## src/rtl/axi_lite_read_slave_if.sv

```systemverilog
// axi_lite_read_slave_if: AXI4-Lite AR/R channels plus the local register write port
interface axi_lite_read_slave_if #(
   parameter int ADDR_W   = 8,
   parameter int DATA_W   = 32,
   parameter int NUM_REGS = 16
);
   localparam int IDX_W = $clog2(NUM_REGS);
   logic              ARVALID;
   logic              ARREADY;
   logic [ADDR_W-1:0] ARADDR;
   logic              RVALID;
   logic              RREADY;
   logic [DATA_W-1:0] RDATA;
   logic [1:0]        RRESP;
   logic              REG_WE;
   logic [IDX_W-1:0]  REG_WADDR;
   logic [DATA_W-1:0] REG_WDATA;
   modport master (
      output ARVALID, ARADDR, RREADY, REG_WE, REG_WADDR, REG_WDATA,
      input  ARREADY, RVALID, RDATA, RRESP
   );
   modport slave (
      input  ARVALID, ARADDR, RREADY, REG_WE, REG_WADDR, REG_WDATA,
      output ARREADY, RVALID, RDATA, RRESP
   );
endinterface

```

## src/rtl/axi_lite_read_slave.sv

```systemverilog
// axi_lite_read_slave: two-deep AR buffer feeding a registered R stage that reads a local register bank
module axi_lite_read_slave #(
   parameter int ADDR_W   = 8,
   parameter int DATA_W   = 32,
   parameter int NUM_REGS = 16
) (
   input  logic                  ACLK,
   input  logic                  ARESETn,
   axi_lite_read_slave_if.slave  bus
);
   localparam int IDX_W = $clog2(NUM_REGS);
   logic [DATA_W-1:0] r_bank [NUM_REGS];
   logic [ADDR_W-1:0] r_fifo [2];
   logic              r_wr_ptr;
   logic              r_rd_ptr;
   logic [1:0]        r_count;
   logic              r_arready;
   logic              r_rvalid;
   logic [DATA_W-1:0] r_rdata;
   logic [1:0]        r_rresp;
   logic              w_push;
   logic              w_free;
   logic              w_pop;
   logic [1:0]        w_count_next;
   logic [ADDR_W-1:0] w_head;
   logic [ADDR_W-3:0] w_idx;
   logic [1:0]        w_resp;
   logic [DATA_W-1:0] w_data;

   // handshakes, next occupancy and decode of the FIFO head (out-of-range = any index bit above IDX_W set)
   always_comb begin
      w_push       = bus.ARVALID && r_arready;
      w_free       = !r_rvalid || bus.RREADY;
      w_pop        = w_free && (r_count != 2'd0);
      w_count_next = r_count + {1'b0, w_push} - {1'b0, w_pop};
      w_head       = r_fifo[r_rd_ptr];
      w_idx        = w_head[ADDR_W-1:2];
      w_resp       = (w_head[1:0] != 2'b00) ? 2'b10 : ((w_idx >> IDX_W) != '0) ? 2'b11 : 2'b00;
      w_data       = (w_resp == 2'b00) ? r_bank[w_idx[IDX_W-1:0]] : '0;
   end

   // local register bank, written from the side port
   always_ff @(posedge ACLK) begin
      if (!ARESETn) r_bank <= '{default: '0};
      else if (bus.REG_WE) r_bank[bus.REG_WADDR] <= bus.REG_WDATA;
   end

   // request FIFO pointers/count and registered ARREADY
   always_ff @(posedge ACLK) begin
      if (!ARESETn) begin
         r_wr_ptr  <= 1'b0;
         r_rd_ptr  <= 1'b0;
         r_count   <= 2'd0;
         r_arready <= 1'b0;
      end else begin
         if (w_push) begin
            r_fifo[r_wr_ptr] <= bus.ARADDR;
            r_wr_ptr         <= ~r_wr_ptr;
         end
         if (w_pop) r_rd_ptr <= ~r_rd_ptr;
         r_count   <= w_count_next;
         r_arready <= w_count_next < 2'd2;
      end
   end

   // R output stage: reload only when free, data/resp hold while idle or stalled
   always_ff @(posedge ACLK) begin
      if (!ARESETn) begin
         r_rvalid <= 1'b0;
         r_rdata  <= '0;
         r_rresp  <= 2'b00;
      end else if (w_free) begin
         r_rvalid <= w_pop;
         if (w_pop) begin
            r_rdata <= w_data;
            r_rresp <= w_resp;
         end
      end
   end

   assign bus.ARREADY = r_arready;
   assign bus.RVALID  = r_rvalid;
   assign bus.RDATA   = r_rdata;
   assign bus.RRESP   = r_rresp;
endmodule

```

## src/flat_wrapper.sv

```systemverilog
// flat-port wrapper written by rule: the top's interface ports become plain ports
module axi_lite_read_slave_flat 
#(
   parameter int ADDR_W   = 8,
   parameter int DATA_W   = 32,
   parameter int NUM_REGS = 16
)
  (ACLK, ARESETn, bus_ARVALID, bus_ARADDR, bus_RREADY, bus_REG_WE, bus_REG_WADDR, bus_REG_WDATA, bus_ARREADY, bus_RVALID, bus_RDATA, bus_RRESP);
  axi_lite_read_slave_if #(.ADDR_W(ADDR_W), .DATA_W(DATA_W), .NUM_REGS(NUM_REGS)) bus_i ();
  input  logic ACLK;
  input  logic ARESETn;
  input wire logic [$bits(bus_i.ARVALID)-1:0] bus_ARVALID;
  input wire logic [$bits(bus_i.ARADDR)-1:0] bus_ARADDR;
  input wire logic [$bits(bus_i.RREADY)-1:0] bus_RREADY;
  input wire logic [$bits(bus_i.REG_WE)-1:0] bus_REG_WE;
  input wire logic [$bits(bus_i.REG_WADDR)-1:0] bus_REG_WADDR;
  input wire logic [$bits(bus_i.REG_WDATA)-1:0] bus_REG_WDATA;
  output wire logic [$bits(bus_i.ARREADY)-1:0] bus_ARREADY;
  output wire logic [$bits(bus_i.RVALID)-1:0] bus_RVALID;
  output wire logic [$bits(bus_i.RDATA)-1:0] bus_RDATA;
  output wire logic [$bits(bus_i.RRESP)-1:0] bus_RRESP;
  assign bus_i.ARVALID = bus_ARVALID;
  assign bus_i.ARADDR = bus_ARADDR;
  assign bus_i.RREADY = bus_RREADY;
  assign bus_i.REG_WE = bus_REG_WE;
  assign bus_i.REG_WADDR = bus_REG_WADDR;
  assign bus_i.REG_WDATA = bus_REG_WDATA;
  assign bus_ARREADY = bus_i.ARREADY;
  assign bus_RVALID = bus_i.RVALID;
  assign bus_RDATA = bus_i.RDATA;
  assign bus_RRESP = bus_i.RRESP;
  axi_lite_read_slave #(.ADDR_W(ADDR_W), .DATA_W(DATA_W), .NUM_REGS(NUM_REGS)) u_core (.ACLK(ACLK), .ARESETn(ARESETn), .bus(bus_i));
endmodule
```

## config.mk

```make
export PLATFORM = sky130hd
export DESIGN_NAME = axi_lite_read_slave_flat
export DESIGN_NICKNAME = d
export VERILOG_FILES = /design/src/rtl/axi_lite_read_slave_if.sv /design/src/rtl/axi_lite_read_slave.sv /design/src/flat_wrapper.sv
export SDC_FILE = /design/constraint.sdc
export NUM_CORES = 1
export LEC_CHECK = 0
export CORE_ASPECT_RATIO = 0.8
export CORE_MARGIN = 2
export CORE_UTILIZATION = 55
export DETAILED_ROUTE_END_ITERATION = 8
export GPL_TIMING_DRIVEN = 0
export PLACE_DENSITY = 0.73
export SYNTH_ARGS = -nofsm -noshare
export SYNTH_HDL_FRONTEND = slang
export SYNTH_SLANG_ARGS = --single-unit
export TNS_END_PERCENT = 20
```

## constraint.sdc

```tcl
create_clock -name ACLK -period 3.2 [get_ports ACLK]
set_input_delay 0.64 -clock ACLK [delete_from_list [all_inputs] [get_ports ACLK]]
set_output_delay 0.64 -clock ACLK [all_outputs]
set_load 0.01 [all_outputs]
```

Yosys cells after proc, flatten, opt, wreduce, memory -nomap -nowiden
Memory sizes are Yosys's and may differ from the RTL's. A register that Yosys moved wholly into a read port is not among the register bits. Index checks and enable logic that the tools add are counted.

Add/subtract/negate cells: 2. $lt $le $gt $ge: 4. Multiplexer cells: 14. Bitwise gates (word level): 4. Reductions and logical operators: 10.

Operators by type and width (count): $bwmux W512 (1); $bmux W32 S4 (1); $demux W32 S4 (1); $mux W32 (4); $ge A5 B5 Y1 const B (2); $not A4 Y5 (2); $reduce_bool A6 Y1 (1); $lt A5 B1 Y1 const B (1); $mux W1 (5); $mux W2 (2); $reduce_bool A2 Y1 (2); $logic_and A1 B1 Y1 (3); $add A2 B1 Y2 (1); $logic_not A2 Y1 (1); $lt A2 B2 Y1 const B (1); $not A1 Y1 (2); $reduce_and A2 Y1 (1); $sub A2 B1 Y2 (1); $logic_not A1 Y1 (1); $logic_or A1 B1 Y1 (1).

Register bits after elaboration: 552. Bits in writable memories: 16. Input port bits: 49. Word-level logic and storage cells: 58. Memories: 1.

Memory list: u_core.r_fifo (depth 2, bits a word 8, read ports 1, clocked after Yosys merged registers in 1, write ports 1, line axi_lite_read_slave.sv:13) `logic [ADDR_W-1:0] r_fifo [2];`.

Logic depth before layout (Yosys ltp)
Gate-level depths: netlist of run 1.

Word-level depth: 6. Mapped depth: 11. Mapped depth without buffers: 9.

Worst setup path after synthesis of run 1
No wires, ideal clock.

Kind: input to register. From: input bus_RREADY. To: register u_core.r_arready, in the netlist u_core.bus.ARREADY. Setup time: 0.115 ns. Arrival time: 2.326 ns. Data required time: 3.085 ns. Path slack: 0.759 ns. Cell stages on the path: 11. Cell sequence: nor2b_1 > or2_2 > clkbuf_1 > inv_1 > clkbuf_1 > ha_1 > inv_1 > ha_1 > xor2_1 > xnor2_1 > and2_1.

Longest elaborated chain between the ends: 4.

Ends and longest elaborated chain: start: declaration (line flat_wrapper.sv:14) `input wire logic [$bits(bus_i.RREADY)-1:0] bus_RREADY;`; $logic_or A1 B1 Y1 (line axi_lite_read_slave.sv:33) `w_free = !r_rvalid || bus.RREADY;`; $logic_and A1 B1 Y1 (line axi_lite_read_slave.sv:34) `w_pop = w_free && (r_count != 2'd0);`; via u_core.w_pop (line axi_lite_read_slave.sv:23) `logic w_pop;`; $sub A2 B1 Y2 (line axi_lite_read_slave.sv:35) `w_count_next = r_count + {1'b0, w_push} - {1'b0, w_pop};`; $lt A2 B2 Y1 (line axi_lite_read_slave.sv:62) `r_arready <= w_count_next < 2'd2;`; end signal: assignment (line axi_lite_read_slave.sv:62); end: declaration (line axi_lite_read_slave.sv:17) `logic r_arready;`.

The timed path passes the listed nets, and every way through them passes these cells. A chain may end at the register's enable or synchronous reset.

Worst setup path after layout of run 1
From: input bus_REG_WADDR[1]. To: register u_core.r_bank[11] in the netlist's numbering.

Longest elaborated chain between the ends: 6. Elaborated cells on any way between the ends: 7. Those cells by class: order compare: 2; mux: 3; bitwise: 1; reduce/logical: 1.

Ends and longest elaborated chain: start: declaration (line flat_wrapper.sv:16) `input wire logic [$bits(bus_i.REG_WADDR)-1:0] bus_REG_WADDR;`; $not A4 Y5 (not written as such) * (line axi_lite_read_slave.sv:45) `else if (bus.REG_WE) r_bank[bus.REG_WADDR] <= bus.REG_WDATA;`; $ge A5 B5 Y1 (not written as such) or $lt A5 B1 Y1 (tied branches) (line axi_lite_read_slave.sv:45); $logic_and A1 B1 Y1 (not written as such) (line axi_lite_read_slave.sv:45); $mux W32 (not written as such) (line axi_lite_read_slave.sv:45); $demux W32 S4 * (line axi_lite_read_slave.sv:45); $bwmux W512 * (line axi_lite_read_slave.sv:45); end signal: indexed assignment (line axi_lite_read_slave.sv:45); end: declaration (line axi_lite_read_slave.sv:12) `logic [DATA_W-1:0] r_bank [NUM_REGS];`.

Every way passes the cells marked *; elsewhere a longest branch is shown, timed or not.

==> results.md, run 1 <==
* Sequential element share of the synthesized area at 45.9%
* Nets in the synthesized netlist at 2914
* Post-DR wirelength/cell at 22.9 microns
* Run status: complete, no violations
* Type of origin of the critical path: input pin
* Clock tree from TritonCTS: done
* Internal power of the cells at 11.5 mW
* Worst Setup SP: bus_REG_WADDR[1]
* Comb pwr share at 15.0%
* Delay contributed by the slowest stage of the critical path at 0.62 ns
* Hold_sp: bus_REG_WDATA[21]
* Post-layout net count at 3022
* Largest net degree at the start of global routing at 15
* Worst hold stages at 3
* Synthesis-stage register bit count at 569
* Total placed cells including tap cells at 3526
* Buffers inserted during post-CTS setup optimization at 0
* Pins Over Slew Limit at 0
* Worst-Skew Late Latency at 0.62 ns
* Vias at 21800
* CTS max path bufs at 3
* Clock-pin slew on the worst setup and hold paths at 0.07 ns
* Final period utilization at 97.7%
* Unrepaired setup endpoints after global routing: no
* # Max-Cap Violations at 0
* Upper clock frequency limit at 0.320 GHz
* Number of global-route vias before repair at 21100
* First-pass GRT wire length at 125000 microns
* Power Density at 571 mW/mm^2
* Setup slack after placement at -0.314 ns
* Final hold violation count at 0
* CTS-repair resized insts at 0
* Pin slew with the least headroom to its limit at 1.04 ns
* Port Buffers at 51
* Clock period minus final worst setup slack at 3.13 ns
* Avg Inst Size Synth at 8.80 sq um
* Total detailed-routing wirelength at 82900 microns
* Share of flip-flops with an asynchronous set or reset at 0%
* Number of cells on the worst reg-to-reg path at 8
* Antenna violations before repair at 4
* Max rail drop VDD at 0.000393 V
* Vias/cell at 6.01
* Total congestion overflow at 0
* Core Footprint at 0.0455 sq mm
* Kind of end point of the critical path: flop
* Reg power frac at 45.6%
* Setup tns final at 0 ns
* Hpwl dp at 61800 microns
* Initial standard-cell utilization of the core at 55.4%
* Post-route core utilization at 61.9%
* CTS H-Tree Depth at 2
* Category of the critical setup timing path: input pin to flop
* Slew Limit Headroom at 29.9%
* Required time at the worst-slack endpoint at 3.71 ns
* Relative area change from synthesis to final layout at 11.8%
* First DRT Iteration DRCs at 2609
* Antenna violation net count after detailed routing at 0
* Most frequent cell on the critical path: nand2_1
* Setup violations, final at 0
* Hold crit path type: input pin to flop
* Yosys Warn Count at 0
* Worst path slowest cell: clkdlybuf4s50_1
* Synth Instances at 2863
* Switching part of the total at 28.3%
* Arrival time of the worst setup path at 3.64 ns
* Inserted Diodes at 0
* Hold_buf cts at 0
* Number of clock sinks at 569
* Total routing usage reported by global routing at 34.6%
* Number of primary I/O pins at 85
* Reported leakage power at 9.13 nW
* DRC violation count after routing at 0
* Final std cells w/o fill at 3625
* Summed instance area of the synthesized netlist at 0.0252 sq mm
* Post-synth EDFFs at 16
* Ratio of cells with drive above 1 in the final layout at 8.33%
* Number of fillers in the final layout at 3732
* Prevailing post-synth register cell: dfxtp_1
* Floorplan row count at 70
* PnR Total Power at 16.1 mW
* Most frequent cells in the layout: nand2_1, dfxtp_1, a21boi_0
* Switching power summed over all nets at 4.54 mW
* GP Congestion at 0.982
* Smallest setup slack after layout at 0.0730 ns
* Most common cell after layout, fill and taps aside: nand2_1
* Vert. Die Dim at 195 microns
* Iteration count of the initial detailed-routing pass at 7
* Area of the die at 0.0475 sq mm
* Setup clock skew after layout at 0.0190 ns
* Clock root buffer master: clkbuf_16
* Cells traversed along the worst timing path: clkdlybuf4s50_1 -> buf_1 -> nand2_1 -> nor2_1 -> clkbuf_1 -> nand2_1 -> a21boi_0
* Maximum fanout along the worst path at 10
* Total CTS buffers at 55
* DIE WIDTH at 243 microns
* Netlist cell types at 37
* Fraction of power consumed by the clock network at 39.4%
## registers in the layout, indices dropped and copies added, names as in the netlist, named ones only
register	flops
u_core.bus.RDATA	32
u_core.bus.RRESP	2
u_core.r_bank	512
u_core.r_wr_ptr	1
u_core.r_count	2
u_core.r_rd_ptr	1
u_core.r_fifo	16
u_core.bus.RVALID	1
u_core.bus.ARREADY	1
## area by class of cell
type	count	area [sq um]	area share, %
Multi-Input combinational cell	2002	12400	44.2
Timing Repair Buffer	51	510	1.81
Inverter	3	11.3	0.0400
Tap cell	612	766	2.72
Sequential cell	569	11600	41.0
Buffer	289	1180	4.19
Clock buffer	78	1560	5.56
Clock inverter	21	133	0.471
## metal layers
layer	GRT usage, %	vias up	share of wire, %
met2	51.3	1170	43
met4	10.7	4	2.9
li1	-	9862	-
met3	10.1	175	12
met5	0	-	0.033
met1	48.8	10600	42
## worst max-delay path: cells and delay by family
family,cells,cell delay (ns)
buffers and inverters,3,1.68
AND/OR/NAND/NOR,3,1.04
AO/OA/AOI/OAI,1,0.26
## cell usage after synthesis (2+ instances only)
| master | count | share of area [%] |
|---|---|---|
| o21ai_0 | 2 | 0.040 |
| ha_1 | 2 | 0.099 |
| a21boi_0 | 512 | 15 |
| nand2b_1 | 2 | 0.050 |
| xnor2_1 | 3 | 0.10 |
| mux2i_1 | 3 | 0.12 |
| buf_2 | 15 | 0.30 |
| mux4_2 | 128 | 11 |
| and2_1 | 4 | 0.099 |
| dfxtp_1 | 553 | 44 |
| edfxtp_1 | 16 | 1.9 |
| nor3_1 | 6 | 0.12 |
| and3_1 | 33 | 0.82 |
| nand2_1 | 1133 | 17 |
| buf_1 | 17 | 0.25 |
| nand3_1 | 8 | 0.16 |
| nor2b_1 | 6 | 0.15 |
| nor2_1 | 17 | 0.25 |
| inv_1 | 3 | 0.045 |
| nor3b_1 | 3 | 0.089 |
| clkbuf_1 | 238 | 3.5 |
| buf_4 | 18 | 0.54 |
| nand4_1 | 124 | 3.1 |
| mux2_2 | 3 | 0.13 |
| or2_2 | 2 | 0.050 |
## final timing paths
kind | slack (ns) | end
max | 0.07 | u_core.r_bank[11]
max reg2reg | 0.33 | u_core.bus.RDATA[22]
min reg2reg | 0.46 | u_core.r_bank[431]
min | 0.40 | u_core.r_bank[373]
## metrics by stage
step / hold WS [ns] / instance area [sq um]
after floorplan: 0.440 / 25200
after global placement: 0.446 / 26500
after detailed placement: 0.455 / 26500
after CTS: 0.391 / 28200
after global routing: 0.426 / 28200
final: 0.403 / 28200
## cells by family (layout without fill, tap and decap cells)
family | count (synthesis) | in the layout | synth area share (%)
AO/OA/AOI/OAI | 518 | 518 | 15.4
multiplexers | 136 | 136 | 11.8
flip-flops | 569 | 569 | 45.9
AND/OR/NAND/NOR | 1342 | 1342 | 21.9
buffers and inverters | 292 | 442 | 4.73
XOR/XNOR | 4 | 4 | 0.139
adder cells (fa/ha/maj) | 2 | 2 | 0.0994
## power by group through the flow
stage	registers (mW)	clock network (mW)	logic [mW]
6_report	7.33	6.33	2.41
5_1_grt	7.34	6.60	2.53
4_1_cts	7.33	6.33	2.36
3_5_place_dp	7.49	0	2.35
3_3_place_gp	7.48	0	2.31
2_1_floorplan	7.47	0	1.54
Note: power is estimated with default switching activity, not from simulation.
==> run 2, diff against run 1 <==
Settings changed: CELL_PAD_IN_SITES_DETAIL_PLACEMENT set to 0, CELL_PAD_IN_SITES_GLOBAL_PLACEMENT set to 1, CORE_UTILIZATION 55 to 47, PLACE_DENSITY 0.73 to not set, PLACE_DENSITY_LB_ADDON set to 0.1.
==> results.md, run 2 (same netlist as run 1, synthesis figures left out) <==
* Run status: complete, no violations
* Total detailed-routing wirelength at 85800 microns
* Number of fillers in the final layout at 4824
* Maximum fanout along the worst path at 10
* Pins Over Slew Limit at 0
* Area taken by flip-flops and latches at 0.0116 sq mm
* Clock-pin slew on the worst setup and hold paths at 0.07 ns
* Total placed cells including tap cells at 3607
* Area of the die at 0.0555 sq mm
* Worst-Skew Late Latency at 0.63 ns
* Number of global-route vias before repair at 20200
* Setup tns final at 0 ns
* Pin slew with the least headroom to its limit at 1.07 ns
* Total routing usage reported by global routing at 30.8%
* CTS max path bufs at 3
* Number of flip-flops in the largest register at 512
* Antenna violations before repair at 0
* Post-layout net count at 3025
* First-pass GRT wire length at 127000 microns
* Vert. Die Dim at 211 microns
* Final std cells w/o fill at 3713
* Most frequent cells in the layout: nand2_1, dfxtp_1, a21boi_0
* First DRT Iteration DRCs at 2052
* Largest net degree at the start of global routing at 16
* Initial standard-cell utilization of the core at 47.8%
* DRC violation count after routing at 0
* Buffers inserted during post-CTS setup optimization at 0
* Port Buffers at 51
* Number of primary I/O pins at 85
* Arrival time of the worst setup path at 3.67 ns
* Setup violations, final at 0
* Category of the critical setup timing path: input pin to flop
* Vias at 21200
* Post-DR wirelength/cell at 23.1 microns
* Upper clock frequency limit at 0.320 GHz
* Setup clock skew after layout at 0.0160 ns
* Register bank with the most flops: u_core.r_bank
* Hold_buf cts at 0
* Antenna violation net count after detailed routing at 0
* Worst Setup SP: bus_REG_WADDR[1]
* Setup slack after placement at -0.415 ns
* Worst hold stages at 3
* GP Congestion at 0.953
* Clock root buffer master: clkbuf_16
* Hold crit path type: input pin to flop
* Floorplan row count at 75
* Hpwl dp at 65400 microns
* Final hold violation count at 0
* Reported leakage power at 9.27 nW
* Final period utilization at 97.7%
* Multi-input gate area in the final layout at 0.0124 sq mm
* DIE WIDTH at 263 microns
* Iteration count of the initial detailed-routing pass at 9
* Type of origin of the critical path: input pin
* Hold_sp: bus_REG_WDATA[31]
* Core Footprint at 0.0526 sq mm
* Most common cell after layout, fill and taps aside: nand2_1
* Max rail drop VDD at 0.000455 V
* Number of clock sinks at 569
* Total congestion overflow at 0
* Setup slack of the most critical reg-to-reg path at 0.24 ns
* Required time at the worst-slack endpoint at 3.74 ns
* Clock tree from TritonCTS: done
* Unrepaired setup endpoints after global routing: no
* End of the worst register-to-register path: u_core.bus.RDATA[19]
* Relative area change from synthesis to final layout at 13.5%
* Clock period minus final worst setup slack at 3.13 ns
* Worst Hold End: u_core.r_bank[383]
* Slew Limit Headroom at 27.9%
* Number of cells on the worst reg-to-reg path at 8
* Total CTS buffers at 58
* CTS-repair resized insts at 0
* Vias/cell at 5.72
* Power Density at 596 mW/mm^2
* CTS H-Tree Depth at 2
* Kind of end point of the critical path: flop
* Smallest setup slack after layout at 0.0732 ns
* # Max-Cap Violations at 0
* Ratio of cells with drive above 1 in the final layout at 8.68%
## run 2: worst max-delay path by stage
stage                     cells after the start  slack (ns)            endpoint
after global placement                        7       -0.37   u_core.r_bank[25]
final                                         7        0.07    u_core.r_bank[0]
after detailed placement                      7       -0.42   u_core.r_bank[25]
after floorplan                              11        0.76  u_core.bus.ARREADY
after global routing                          7      0.0003    u_core.r_bank[0]
after CTS                                     7        0.23    u_core.r_bank[0]
## run 2: power by group
| part | internal (mW) | switching [mW] | total, mW |
|---|---|---|---|
| clock network | 4.33 | 2.95 | 7.28 |
| registers | 7.26 | 0.0793 | 7.33 |
| logic | 0.805 | 1.63 | 2.44 |
| total | 12.4 | 4.66 | 17.0 |
## run 2: layout make-up
type | count | share of cell area, %
Multi-Input combinational cell | 2002 | 43.5
Sequential cell | 569 | 40.4
Clock buffer | 80 | 5.80
Buffer | 289 | 4.12
Tap cell | 693 | 3.03
Timing Repair Buffer | 51 | 1.79
Clock inverter | 25 | 1.27
Inverter | 3 | 0.0394
Antenna cell | 1 | 0.00875
## run 2: metal layers
metal,global-route usage (%),vias to the layer above,wire (microns)
li1,-,9872,-
met1,45.9,10400,39500
met5,0,-,0
met2,45.1,898,36500
met3,6.73,101,8290
met4,7.49,0,1630
## run 2: critical path, cell delays in order
cell             delay [ns]
clkdlybuf4s50_1        0.57
buf_1                  0.52
nand2_1                0.39
nor2_1                 0.64
clkbuf_1               0.58
nand2_1                0.13
a21boi_0               0.19
## run 2: per-stage QoR
| step | hold WS (ns) | total power [mW] | instance area (sq um) | utilization (%) |
|---|---|---|---|---|
| floorplan | 0.440 | 9.01 | 25200 | - |
| global placement | 0.446 | 9.86 | 26600 | 50.5 |
| detailed placement | 0.456 | 9.89 | 26600 | 50.5 |
| CTS | 0.361 | 17.1 | 28600 | 54.3 |
| global route | 0.403 | 17.6 | 28600 | 54.3 |
| finish | 0.387 | 17.0 | 28600 | 54.3 |
==> run 3, diff against run 2 <==
Settings changed: CORE_UTILIZATION 47 to 51, GPL_ROUTABILITY_DRIVEN set to 0.
Clock period 3.2 ns to 3.9 ns, I/O delays scaled along.
==> results.md, run 3 (same netlist as run 1, synthesis figures left out) <==
* Run status: complete, no violations
* Iteration count of the initial detailed-routing pass at 6
* Post-layout net count at 3025
* Cell area after placement at 0.0265 sq mm
* Antenna violations before repair at 3
* Total CTS buffers at 58
* Number of clock sinks at 569
* Inserted Diodes at 0
* Post-route worst hold slack at 0.460 ns
* Area of the die at 0.0512 sq mm
* Final period utilization at 84.4%
* Initial standard-cell utilization of the core at 51.9%
* Floorplan row count at 72
* Arrival time of the worst setup path at 3.82 ns
* Final hold violation count at 0
* Maximum fanout along the worst path at 10
* Unrepaired setup endpoints after global routing: no
* Setup clock skew after layout at 0.0255 ns
* Total detailed-routing wirelength at 83800 microns
* Most frequent cells in the layout: nand2_1, dfxtp_1, a21boi_0
* CTS H-Tree Depth at 2
* Hold crit path type: flop to flop
* CTS max path bufs at 3
* Design Area, Final at 0.0285 sq mm
* Total routing usage reported by global routing at 32.6%
* Most common cell after layout, fill and taps aside: nand2_1
* Power Density at 488 mW/mm^2
* Post-DR wirelength/cell at 23.0 microns
* Vias/cell at 5.87
* Ratio of cells with drive above 1 in the final layout at 8.80%
* Hpwl dp at 63800 microns
* Clock tree from TritonCTS: done
* # Max-Cap Violations at 0
* Hold_buf cts at 0
* Total congestion overflow at 0
* Number of primary I/O pins at 85
* Worst-Skew Late Latency at 0.63 ns
* Setup slack of the most critical reg-to-reg path at 0.95 ns
* Setup tns final at 0 ns
* Max rail drop VDD at 0.000397 V
* Clock root buffer master: clkbuf_16
* Multi-input gate area in the final layout at 0.0124 sq mm
* Number of fillers in the final layout at 4234
* Pins Over Slew Limit at 0
* Buffers inserted during post-CTS setup optimization at 0
* Setup violations, final at 0
* Vias at 21400
* Required time at the worst-slack endpoint at 4.43 ns
* Type of origin of the critical path: input pin
* Post-route core utilization at 58.7%
* DRC violation count after routing at 0
* Number of flip-flops in the largest register at 512
* Upper clock frequency limit at 0.304 GHz
* Category of the critical setup timing path: input pin to flop
* Core Footprint at 0.0486 sq mm
* Most used routing layer in global routing: met1
* Antenna violation net count after detailed routing at 0
* Clock-pin slew on the worst setup and hold paths at 0.06 ns
* Clock period minus final worst setup slack at 3.29 ns
* Slew Limit Headroom at 29.6%
* Relative area change from synthesis to final layout at 13.1%
* First DRT Iteration DRCs at 1874
* Area taken by flip-flops and latches at 0.0116 sq mm
* Port Buffers at 51
* CTS-repair resized insts at 0
* Number of global-route vias before repair at 20500
* Global routing met1 resource utilization at 48.5%
* Vert. Die Dim at 203 microns
* Kind of end point of the critical path: flop
* First-pass GRT wire length at 125000 microns
* Largest net degree at the start of global routing at 15
* Reported leakage power at 9.28 nW
* Fraction of met2 tracks used by global routing at 47.2%
* Register bank with the most flops: u_core.r_bank
* GR met3 Demand/Resource at 7.10%
* DIE WIDTH at 252 microns
* Pin slew with the least headroom to its limit at 1.05 ns
## run 3: critical path: stages
cell and delay [ns]:
clkdlybuf4s50_1 0.59, clkbuf_1 0.51, nand2_1 0.38, nor2_1 0.53
clkbuf_1 0.70, nand2_1 0.12, a21boi_0 0.19
## run 3: per-layer routing
layer	share of wire, %	vias up
li1	-	9868
met1	45	10400
met2	42	983
met3	11	146
met4	3.0	2
met5	0.014	-
## run 3: worst paths after layout
check	from	to	depth (start not counted)
max	bus_REG_WADDR[0]	u_core.r_bank[28]	7
min	u_core.r_bank[80]	u_core.r_bank[80]	2
min reg2reg	u_core.r_bank[80]	u_core.r_bank[80]	2
max reg2reg	flop	u_core.bus.RDATA[22]	8
## run 3: cell type report
type                            count  share of cell area (%)
Inverter                            3                  0.0395
Timing Repair Buffer               51                    1.79
Sequential cell                   569                    40.5
Tap cell                          629                    2.76
Clock inverter                     17                   0.760
Multi-Input combinational cell   2002                    43.7
Clock buffer                       91                    6.31
Buffer                            289                    4.14
## run 3: power breakdown
part	total [mW]	switching, mW	leakage [nW]	internal (mW)
Sequential	6.02	0.0670	4.61	5.95
Clock	5.89	2.41	0.999	3.48
Combinational	1.99	1.33	3.67	0.659
## run 3: stage by stage
step                      worst slack [ns]  power (mW)  instances
final                                0.608        13.9       3651
after global routing                 0.513        14.3       3651
after CTS                            0.808        13.9       3651
after detailed placement             0.181        8.09       3543
after global placement               0.236        8.06       3543
after floorplan                       1.32        7.39       2863
